**src/rtl/lfsr_arbiter.sv**
```systemverilog
// Round-robin arbiter that hands each grant winner a fresh byte from a shared
// 8-bit Fibonacci LFSR (taps 7,5,4,3), with runtime reseed and optional free-run.
module lfsr_arbiter #(
  parameter int          NUM_REQ = 4,
  parameter logic [7:0]  SEED    = 8'hFF
) (
  input  logic               clk_i,
  input  logic               rst_ni,
  input  logic [NUM_REQ-1:0] req_i,
  output logic [NUM_REQ-1:0] gnt_o,
  output logic [7:0]         rand_o,
  output logic               rand_vld_o,
  input  logic [7:0]         seed_i,
  input  logic               seed_load_i,
  input  logic               free_run_i,
  output logic               busy_o
);

  localparam int PW = (NUM_REQ > 1) ? $clog2(NUM_REQ) : 1;

  typedef enum logic [1:0] {
    IDLE  = 2'd0,
    GRANT = 2'd1,
    LOAD  = 2'd2
  } state_e;

  state_e               state_q, state_d;
  logic [7:0]           lfsr_q, lfsr_d;
  logic [PW-1:0]        ptr_q, ptr_d;
  logic [NUM_REQ-1:0]   gnt_q, gnt_d;
  logic [7:0]           rand_q, rand_d;
  logic                 vld_q, vld_d;
  logic                 busy_q, busy_d;

  logic                 win_found;
  logic [PW-1:0]        win_idx;
  logic [PW-1:0]        cand;

  function automatic logic [7:0] lfsr_step(input logic [7:0] s);
    return {s[6:0], s[7] ^ s[5] ^ s[4] ^ s[3]};
  endfunction

  // Scan upward from the last winner + 1 so the previous winner is checked last.
  always_comb begin
    win_found = 1'b0;
    win_idx   = '0;
    cand      = '0;
    for (int i = 1; i <= NUM_REQ; i++) begin
      cand = PW'((int'(ptr_q) + i) % NUM_REQ);
      if (!win_found && req_i[cand]) begin
        win_found = 1'b1;
        win_idx   = cand;
      end
    end
  end

  // Transitions are identical from every state; seed loads beat requests.
  always_comb begin
    state_d = state_q;
    lfsr_d  = lfsr_q;
    ptr_d   = ptr_q;
    gnt_d   = '0;
    rand_d  = rand_q;
    vld_d   = 1'b0;
    busy_d  = 1'b0;

    if (seed_load_i)    state_d = LOAD;
    else if (win_found) state_d = GRANT;
    else                state_d = IDLE;

    unique case (state_d)
      LOAD: begin
        lfsr_d = (seed_i == 8'h00) ? SEED : seed_i;
        busy_d = 1'b1;
      end
      GRANT: begin
        gnt_d  = NUM_REQ'(1) << win_idx;
        vld_d  = 1'b1;
        rand_d = lfsr_q;
        lfsr_d = lfsr_step(lfsr_q);
        ptr_d  = win_idx;
      end
      default: begin
        if (free_run_i) lfsr_d = lfsr_step(lfsr_q);
      end
    endcase
  end

  always_ff @(posedge clk_i or negedge rst_ni) begin
    if (!rst_ni) begin
      state_q <= IDLE;
      lfsr_q  <= SEED;
      ptr_q   <= PW'(NUM_REQ - 1);
      gnt_q   <= '0;
      rand_q  <= 8'h00;
      vld_q   <= 1'b0;
      busy_q  <= 1'b0;
    end else begin
      state_q <= state_d;
      lfsr_q  <= lfsr_d;
      ptr_q   <= ptr_d;
      gnt_q   <= gnt_d;
      rand_q  <= rand_d;
      vld_q   <= vld_d;
      busy_q  <= busy_d;
    end
  end

  assign gnt_o      = gnt_q;
  assign rand_o     = rand_q;
  assign rand_vld_o = vld_q;
  assign busy_o     = busy_q;

endmodule
```
**config.mk**
```make
export PLATFORM = sky130hd
export DESIGN_NAME = lfsr_arbiter
export DESIGN_NICKNAME = d
export VERILOG_FILES = /design/src/rtl/lfsr_arbiter.sv
export SDC_FILE = /design/constraint.sdc
export NUM_CORES = 1
export LEC_CHECK = 0
export BUFFER_PORTS_ARGS = -buffer_cell sky130_fd_sc_hd__buf_2
export CAP_MARGIN = 20
export CORE_AREA = 2 2 53 59
export DETAILED_ROUTE_END_ITERATION = 12
export DIE_AREA = 0 0 55 61
export GPL_TIMING_DRIVEN = 0
export PLACE_DENSITY = 0.69
export SLEW_MARGIN = 20
export SYNTH_ARGS = -nofsm -noshare
export SYNTH_HDL_FRONTEND = slang
export SYNTH_SLANG_ARGS = --single-unit
```
**constraint.sdc**
```tcl
create_clock -name clk_i -period 4.5 [get_ports clk_i]
set_clock_uncertainty 0.2 [all_clocks]
set_input_delay 0.675 -clock clk_i [delete_from_list [all_inputs] [get_ports clk_i]]
set_output_delay 0.675 -clock clk_i [all_outputs]
set_load 0.005 [all_outputs]
```
==> summary.txt, run 1 <==
STA
  • RSZ-0062 raised after global routing: no
  • Rel. slew slack: 0.6486
  • Setup TNS Final: 0 ns
  • Hold Vio Cnt, Final: 0
  • Post-layout minimum cycle time: ~1.9 ns
  • Worst Tran Pin Value: 0.5271 ns
  • Fmax: between 500 and 600 MHz
  • Final setup fails: 0
  • Max Slew Vio Count: 0
  • Final period util: 0.4180

Synthesis
  • Post-Syn Area: 0.001110 mm²
  • Largest family of logic cells by synthesized area: simple AND/OR/NAND/NOR gates
  • Post-synth top area share: 0.3157
  • Post-synth EDFFs: 0
  • Post-synthesis adder-cell area fraction: 0
  • Synth top area cells: dfrtp_1 32%, dfstp_2 24%, mux2_2 9.1%, o22ai_1 4.5%, nand2_1 3.4%
  • Count of different cell masters after synthesis: 29
  • Syn_nets: 110
  • Yosys top cell by area: dfrtp_1
  • Post-Synthesis Cells: 94
  • Most used DFF post-synth: dfrtp_1
  • Ys Warns: 0
  • Mux cell area share after synthesis: 0.1094
  • Synth Area in Simple Gates: 0.1533
  • Sequential share of the synthesized area: 0.5524
  • Synth Area in Compound Gates: 0.1375
  • Synth Area per Inst: ~12 µm²
  • XOR/XNOR Fraction of Synth Area: 0.02368
  • FF+latch count, synth: 24
  • Post-synth ARST share: 1.000

Clock tree
  • Root Driver: clkbuf_4
  • Max Buffers Root-to-Sink: 2
  • Clock latency on the worst-skew pair: 0.30 ns
  • H-tree Lvls: 1
  • Clock Pin Slew Worst Setup and Hold Paths: ~0.13 ns
  • CTS Buf Count: 3
  • Post-CTS setup buffer count: 0
  • Hold_buf cts: 0
  • Post_cts resized: 0
  • CTS tree: built
  • Clk sinks: 24

Worst setup path
  • Worst reg2reg endpoint: gnt_o[2]$_DFF_PN0_
  • Largest fanout on the critical path: 8
  • Setup crit start kind: primary input
  • Critical path type: in2reg
  • Worst endpoint required time: 4.52 ns
  • Crit path largest cell delay: around 0.57 ns
  • R2r startpoint: ptr_q[1]$_DFFE_PN1N_
  • Setup crit end kind: flip-flop
  • Worst path arrival time: about 1.9 ns
  • Critical path's slowest cell: or4_1
  • FF-to-FF setup slack: 2.76 ns
  • Crit-path cells: buf_2, or4_1, o21ai_4, o22ai_1, o21ai_0
  • Reg2reg path depth: 5

Final layout
  • Final core occ: 0.4841
  • Nets: between 100 and 150
  • N_diodes: 0
  • Area Growth Syn to Fin: 20.07%
  • Most frequent cells in the layout: 32 x buf_2, 14 x dfrtp_1, 10 x nand2_1, 10 x dfstp_2, 9 x mux2_2
  • Layout cells sized above 1: 0.4724
  • Most common cell after layout, fill and taps aside: buf_2
  • Cell area after layout: approximately 0.0013 mm²

Floorplan
  • Site row count: 20
  • Chip Height: a little over 60 µm
  • Initial core utilization: 0.4032
  • I/O pin cnt: 30
  • Core box area: between 0.002 and 0.003 mm²
  • Die Wd: 55 µm
  • Die ar.: between 0.003 and 0.004 mm²

Route
  • Antenna viol nets, final: 0
  • DRC: 0
  • First-pass DRT Iterations: 4
  • Final WL: between 2 and 2.5 mm
  • WL/cell: approximately 13 µm
  • Vias/cell: ~5.1
  • Via count: 810
  • Drt first-iter violations: 7

Power
  • Static leakage: around 0.57 nW
  • Peak supply drop: approximately 0.25 mV
  • Pwr per Cell Area: between 300 and 400 mW/mm²

Outcome
  • Run status: finished, final reports clean

Placed design
  • GPL Wtd Cong: around 0.80
  • Post-Place Cell Area: approximately 0.0013 mm²
  • Detailed Place HPWL: between 1.5 and 2 mm
  • PortBufs: 29

Global routing
  • Largest net degree at the start of global routing: 25
  • GRT Overall Usage: 0.1427
  • Vias in the first global route: slightly above 800
  • First-pass GRT wire length: ~3.5 mm
  • GRT Residual Overflow: 0
  • Initial antenna violation count: 0

Worst hold path
  • HP Class: in2async

Run
  • # Max-Cap Violations: 0
metal layers:
metal,share of wire,vias up,track usage
met5,0,-,0
met4,0,0,0.03136
met3,0.066,0,0.02709
met2,0.48,24,0.2381
met1,0.45,381,0.1921
li1,-,405,-
state kept, by name, summed over array words and instances (netlist names):
register / cells
ptr_q: 2
rand_o: 8
rand_vld_o: 1
lfsr_q: 8
gnt_o: 4
busy_o: 1
cell usage after synthesis, types with 2 or more instances:
library cell / number
mux2_2: 9
dfrtp_1: 14
o22ai_1: 8
dfstp_2: 10
nor2b_1: 3
o21ai_1: 4
xnor2_1: 2
buf_2: 3
a21oi_1: 3
nand2_1: 10
nand2b_1: 2
o21ai_0: 5
mux2i_1: 2
nor2_1: 4
worst max path at each step:
stage               depth (start not counted)  slack [ns]                     to  startpoint
finish                                      5        2.62  lfsr_q[1]$_DFFE_PN1P_   seed_i[0]
global route                                5        2.46  lfsr_q[1]$_DFFE_PN1P_   seed_i[0]
CTS                                         5        2.61  lfsr_q[1]$_DFFE_PN1P_   seed_i[0]
detailed placement                          5        2.27  lfsr_q[1]$_DFFE_PN1P_   seed_i[0]
global placement                            6        2.34  lfsr_q[3]$_DFFE_PN1P_    req_i[1]
floorplan                                   4        2.54  lfsr_q[1]$_DFFE_PN1P_   seed_i[0]
logic make-up after synthesis:
logic type / after synthesis
compound gates: 24
xor+xnor: 3
buf+inv: 5
flops: 24
mux: 11
simple gates: 27
where the power goes:
| group | switching (W) | total, W | internal [W] |
|---|---|---|---|
| logic | 0.0000538 | 0.000113 | 0.0000596 |
| clock network | 0.0000597 | 0.000109 | 0.0000493 |
| registers | 0.0000188 | 0.000277 | 0.000258 |
layout make-up:
type | count | area [µm²]
plain buffers | 5 | 26.28
clock buffers | 4 | 36.28
fillers | 280 | 1420
multi-input cells | 65 | 470.5
flip-flops and latches | 24 | 613.1
well taps | 33 | 41.29
repair buffers | 29 | 145.1
worst max-delay path: cells and delay by family:
kind            cells  cell delay, ns
compound gates      3            0.56
buf+inv             1            0.11
simple gates        1            0.57
metrics by stage:
step | hold slack [ns] | setup WS (ns) | std cells | power (W)
after floorplan | 0.1794 | 2.539 | 94 | 0.0003473
after global placement | 0.2599 | 2.335 | 156 | 0.0003921
after detailed placement | 0.2744 | 2.271 | 156 | 0.0003964
after CTS | 0.1373 | 2.606 | 160 | 0.0005084
after global routing | 0.1537 | 2.460 | 160 | 0.0005328
final | 0.1289 | 2.619 | 160 | 0.0004991
Power figures use the tool's default switching activity.
==> run 2, diff against run 1 <==
==> constraint.sdc (replaced) <==
create_clock -name clk_i -period 1.9 [get_ports clk_i]
set_clock_uncertainty 0.2 [all_clocks]
set_input_delay 0.285 -clock clk_i [delete_from_list [all_inputs] [get_ports clk_i]]
set_output_delay 0.285 -clock clk_i [all_outputs]
set_load 0.005 [all_outputs]
==> run 2 against run 1 <==
Total power grew 140%. Routed wire length hardly changed. Clock power rose by 140%. Via count rose by 0.25%. First-iteration DRC count did not move. Flip-flop and latch count is the same. Cell count is 0.63% higher. Combinational power up 140%. Setup slack got worse by 2.5 ns. Critical endpoint is now gnt_o[2]$_DFF_PN0_. Highest routed layer unchanged.
==> summary.txt, run 2 (same netlist as run 1, synthesis figures left out) <==
Clock tree
  • Clock latency on the worst-skew pair: 0.30 ns (about the same)
  • Clock Pin Slew Worst Setup and Hold Paths: 0.12 ns (was 0.13 ns)
  • H-tree Lvls: 1 (unchanged)
  • Post_cts resized: 0 (unchanged)
  • Max Buffers Root-to-Sink: 2 (unchanged)
  • CTS tree: built (unchanged)
  • CTS Buf Count: 3 (unchanged)
  • Clk sinks: 24 (unchanged)
  • Root Driver: clkbuf_4 (unchanged)

Route
  • First-pass DRT Iterations: 4 (unchanged)
  • DRC: 0 (unchanged)
  • Drt first-iter violations: 7 (unchanged)
  • Final WL: 2.108 mm (was 2.106 mm)
  • Vias/cell: 5.043 (was 5.063)
  • Via count: 812 (was 810)
  • WL/cell: 13.09 µm (was 13.16 µm)
  • Antenna viol nets, final: 0 (unchanged)

Worst setup path
  • Worst endpoint required time: 1.90 ns (was 4.52 ns)
  • Crit path largest cell delay: 0.53 ns (was 0.57 ns)
  • Crit-path cells: buf_2, nor2b_1, o32ai_1, nor3_1, and2_1 (was buf_2, or4_1, o21ai_4, o22ai_1, o21ai_0)
  • Worst path arrival time: 1.74 ns (was 1.90 ns)
  • Setup crit end kind: flip-flop (unchanged)
  • Critical path type: reg2reg (was in2reg)
  • Setup crit start kind: flip-flop (was primary input)
  • FF-to-FF setup slack: 0.16 ns (was 2.76 ns)
  • Reg2reg path depth: 5 (unchanged)
  • Largest fanout on the critical path: 9 (was 8)
  • Critical path's slowest cell: dfstp_2 (was or4_1)

Placed design
  • Post-Place Cell Area: 0.001296 mm² (unchanged)
  • Detailed Place HPWL: 1.601 mm (unchanged)
  • PortBufs: 29 (unchanged)
  • GPL Wtd Cong: 0.8021 (unchanged)

Final layout
  • N_diodes: 0 (unchanged)
  • Final core occ: 0.4877 (was 0.4841)
  • Most common cell after layout, fill and taps aside: buf_2 (unchanged)
  • Layout cells sized above 1: 0.4688 (was 0.4724)
  • Cell area after layout: 0.001343 mm² (was 0.001333 mm²)
  • Most frequent cells in the layout: 32 x buf_2, 14 x dfrtp_1, 10 x nand2_1, 10 x dfstp_2, 9 x mux2_2 (unchanged)
  • Area Growth Syn to Fin: 20.97% (was 20.07%)
  • # fillers: 279 (was 280)
  • Nets: 145 (was 144)

Power
  • Pwr per Cell Area: 881.6 mW/mm² (was 374.5 mW/mm²)
  • Peak supply drop: 0.5819 mV (was 0.2457 mV)
  • Static leakage: 0.5708 nW (was 0.5667 nW)

Global routing
  • Largest net degree at the start of global routing: 25 (unchanged)
  • GRT Overall Usage: 0.1427 (unchanged)
  • First-pass GRT wire length: 3.525 mm (unchanged)
  • Initial antenna violation count: 0 (unchanged)
  • GRT Residual Overflow: 0 (unchanged)
  • Vias in the first global route: 811 (unchanged)

STA
  • Rel. slew slack: 0.6472 (was 0.6486)
  • Worst Tran Pin Value: 0.5293 ns (was 0.5271 ns)
  • Final period util: 0.9148
  • Setup TNS Final: 0 ns (unchanged)
  • Final setup fails: 0 (unchanged)
  • Hold Vio Cnt, Final: 0 (unchanged)
  • Post-layout minimum cycle time: 1.738 ns
  • Max Slew Vio Count: 0 (unchanged)
  • Fmax: 575.4 MHz
  • RSZ-0062 raised after global routing: no (unchanged)

Worst hold path
  • HP Class: in2reg (was in2async)
  • Worst Hold Depth: 2

Floorplan
  • Site row count: 20 (unchanged)
  • Core box area: 0.002753 mm² (unchanged)
  • Initial core utilization: 0.4032 (unchanged)
  • Chip Height: 61 µm (unchanged)
  • I/O pin cnt: 30 (unchanged)
  • Die Wd: 55 µm (unchanged)
  • Die ar.: 0.003355 mm² (unchanged)

Outcome
  • Run status: finished, final reports clean (unchanged)

Run
  • # Max-Cap Violations: 0 (unchanged)
run 2: final timing paths:
check	start	endpoint
min in group asynchronous	rst_ni	gnt_o[3]$_DFF_PN0_
hold / removal	seed_load_i	busy_o$_DFF_PN0_
max in group asynchronous	rst_ni	lfsr_q[2]$_DFFE_PN1P_
setup / recovery	ptr_q[1]$_DFFE_PN1N_	gnt_o[2]$_DFF_PN0_
setup reg to reg	ptr_q[1]$_DFFE_PN1N_	gnt_o[2]$_DFF_PN0_
hold reg to reg	lfsr_q[7]$_DFFE_PN1P_	lfsr_q[7]$_DFFE_PN1P_
run 2: timing repair:
item	CTS	global route
hold endpoints to repair	14	0
buffers inserted	0	0
hold buffers	1	0
run 2: layout make-up:
| cell class | count | area [µm²] | area share |
|---|---|---|---|
| flip-flops and latches | 24 | 613.1 | 0.4567 |
| well taps | 33 | 41.29 | 0.03075 |
| plain buffers | 5 | 26.28 | 0.01957 |
| repair buffers | 30 | 155.1 | 0.1156 |
| clock buffers | 4 | 36.28 | 0.02703 |
| multi-input cells | 65 | 470.5 | 0.3504 |
run 2: power breakdown:
| group | switching (W) | leakage, nW | internal (W) |
|---|---|---|---|
| Sequential | 0.0000446 | 0.273 | 0.000611 |
| Clock | 0.000141 | 0.0210 | 0.000117 |
| Combinational | 0.000128 | 0.277 | 0.000142 |
| Total | 0.000314 | 0.571 | 0.000870 |
run 2: through the flow:
step / hold WS, ns / instances / power (W) / setup slack, ns
detailed placement: 0.09714 / 156 / 0.0009389 / 0.06129
global route: 0.05690 / 161 / 0.001264 / 0.02825
finish: 0.06230 / 161 / 0.001184 / 0.1620
floorplan: -0.2106 / 94 / 0.0008226 / 0.3099
CTS: 0.04976 / 161 / 0.001206 / 0.1525
global placement: 0.08686 / 156 / 0.0009287 / 0.1252
run 2: per-layer routing:
layer | wire [µm] | share of wire | global-route usage | vias to the layer above
met1 | 957 | 0.45 | 0.1921 | 381
met5 | 0 | 0 | 0 | -
met3 | 137 | 0.065 | 0.02709 | 0
met2 | 1013 | 0.48 | 0.2381 | 24
li1 | - | - | - | 407
met4 | 0 | 0 | 0.03136 | 0
run 2: worst max-delay path, delay by kind of cell, from the launching register on:
kind | cells | cell delay [ns]
AO/OA/AOI/OAI | 1 | 0.36
flip-flops | 1 | 0.53
buffers and inverters | 1 | 0.19
AND/OR/NAND/NOR | 3 | 0.36
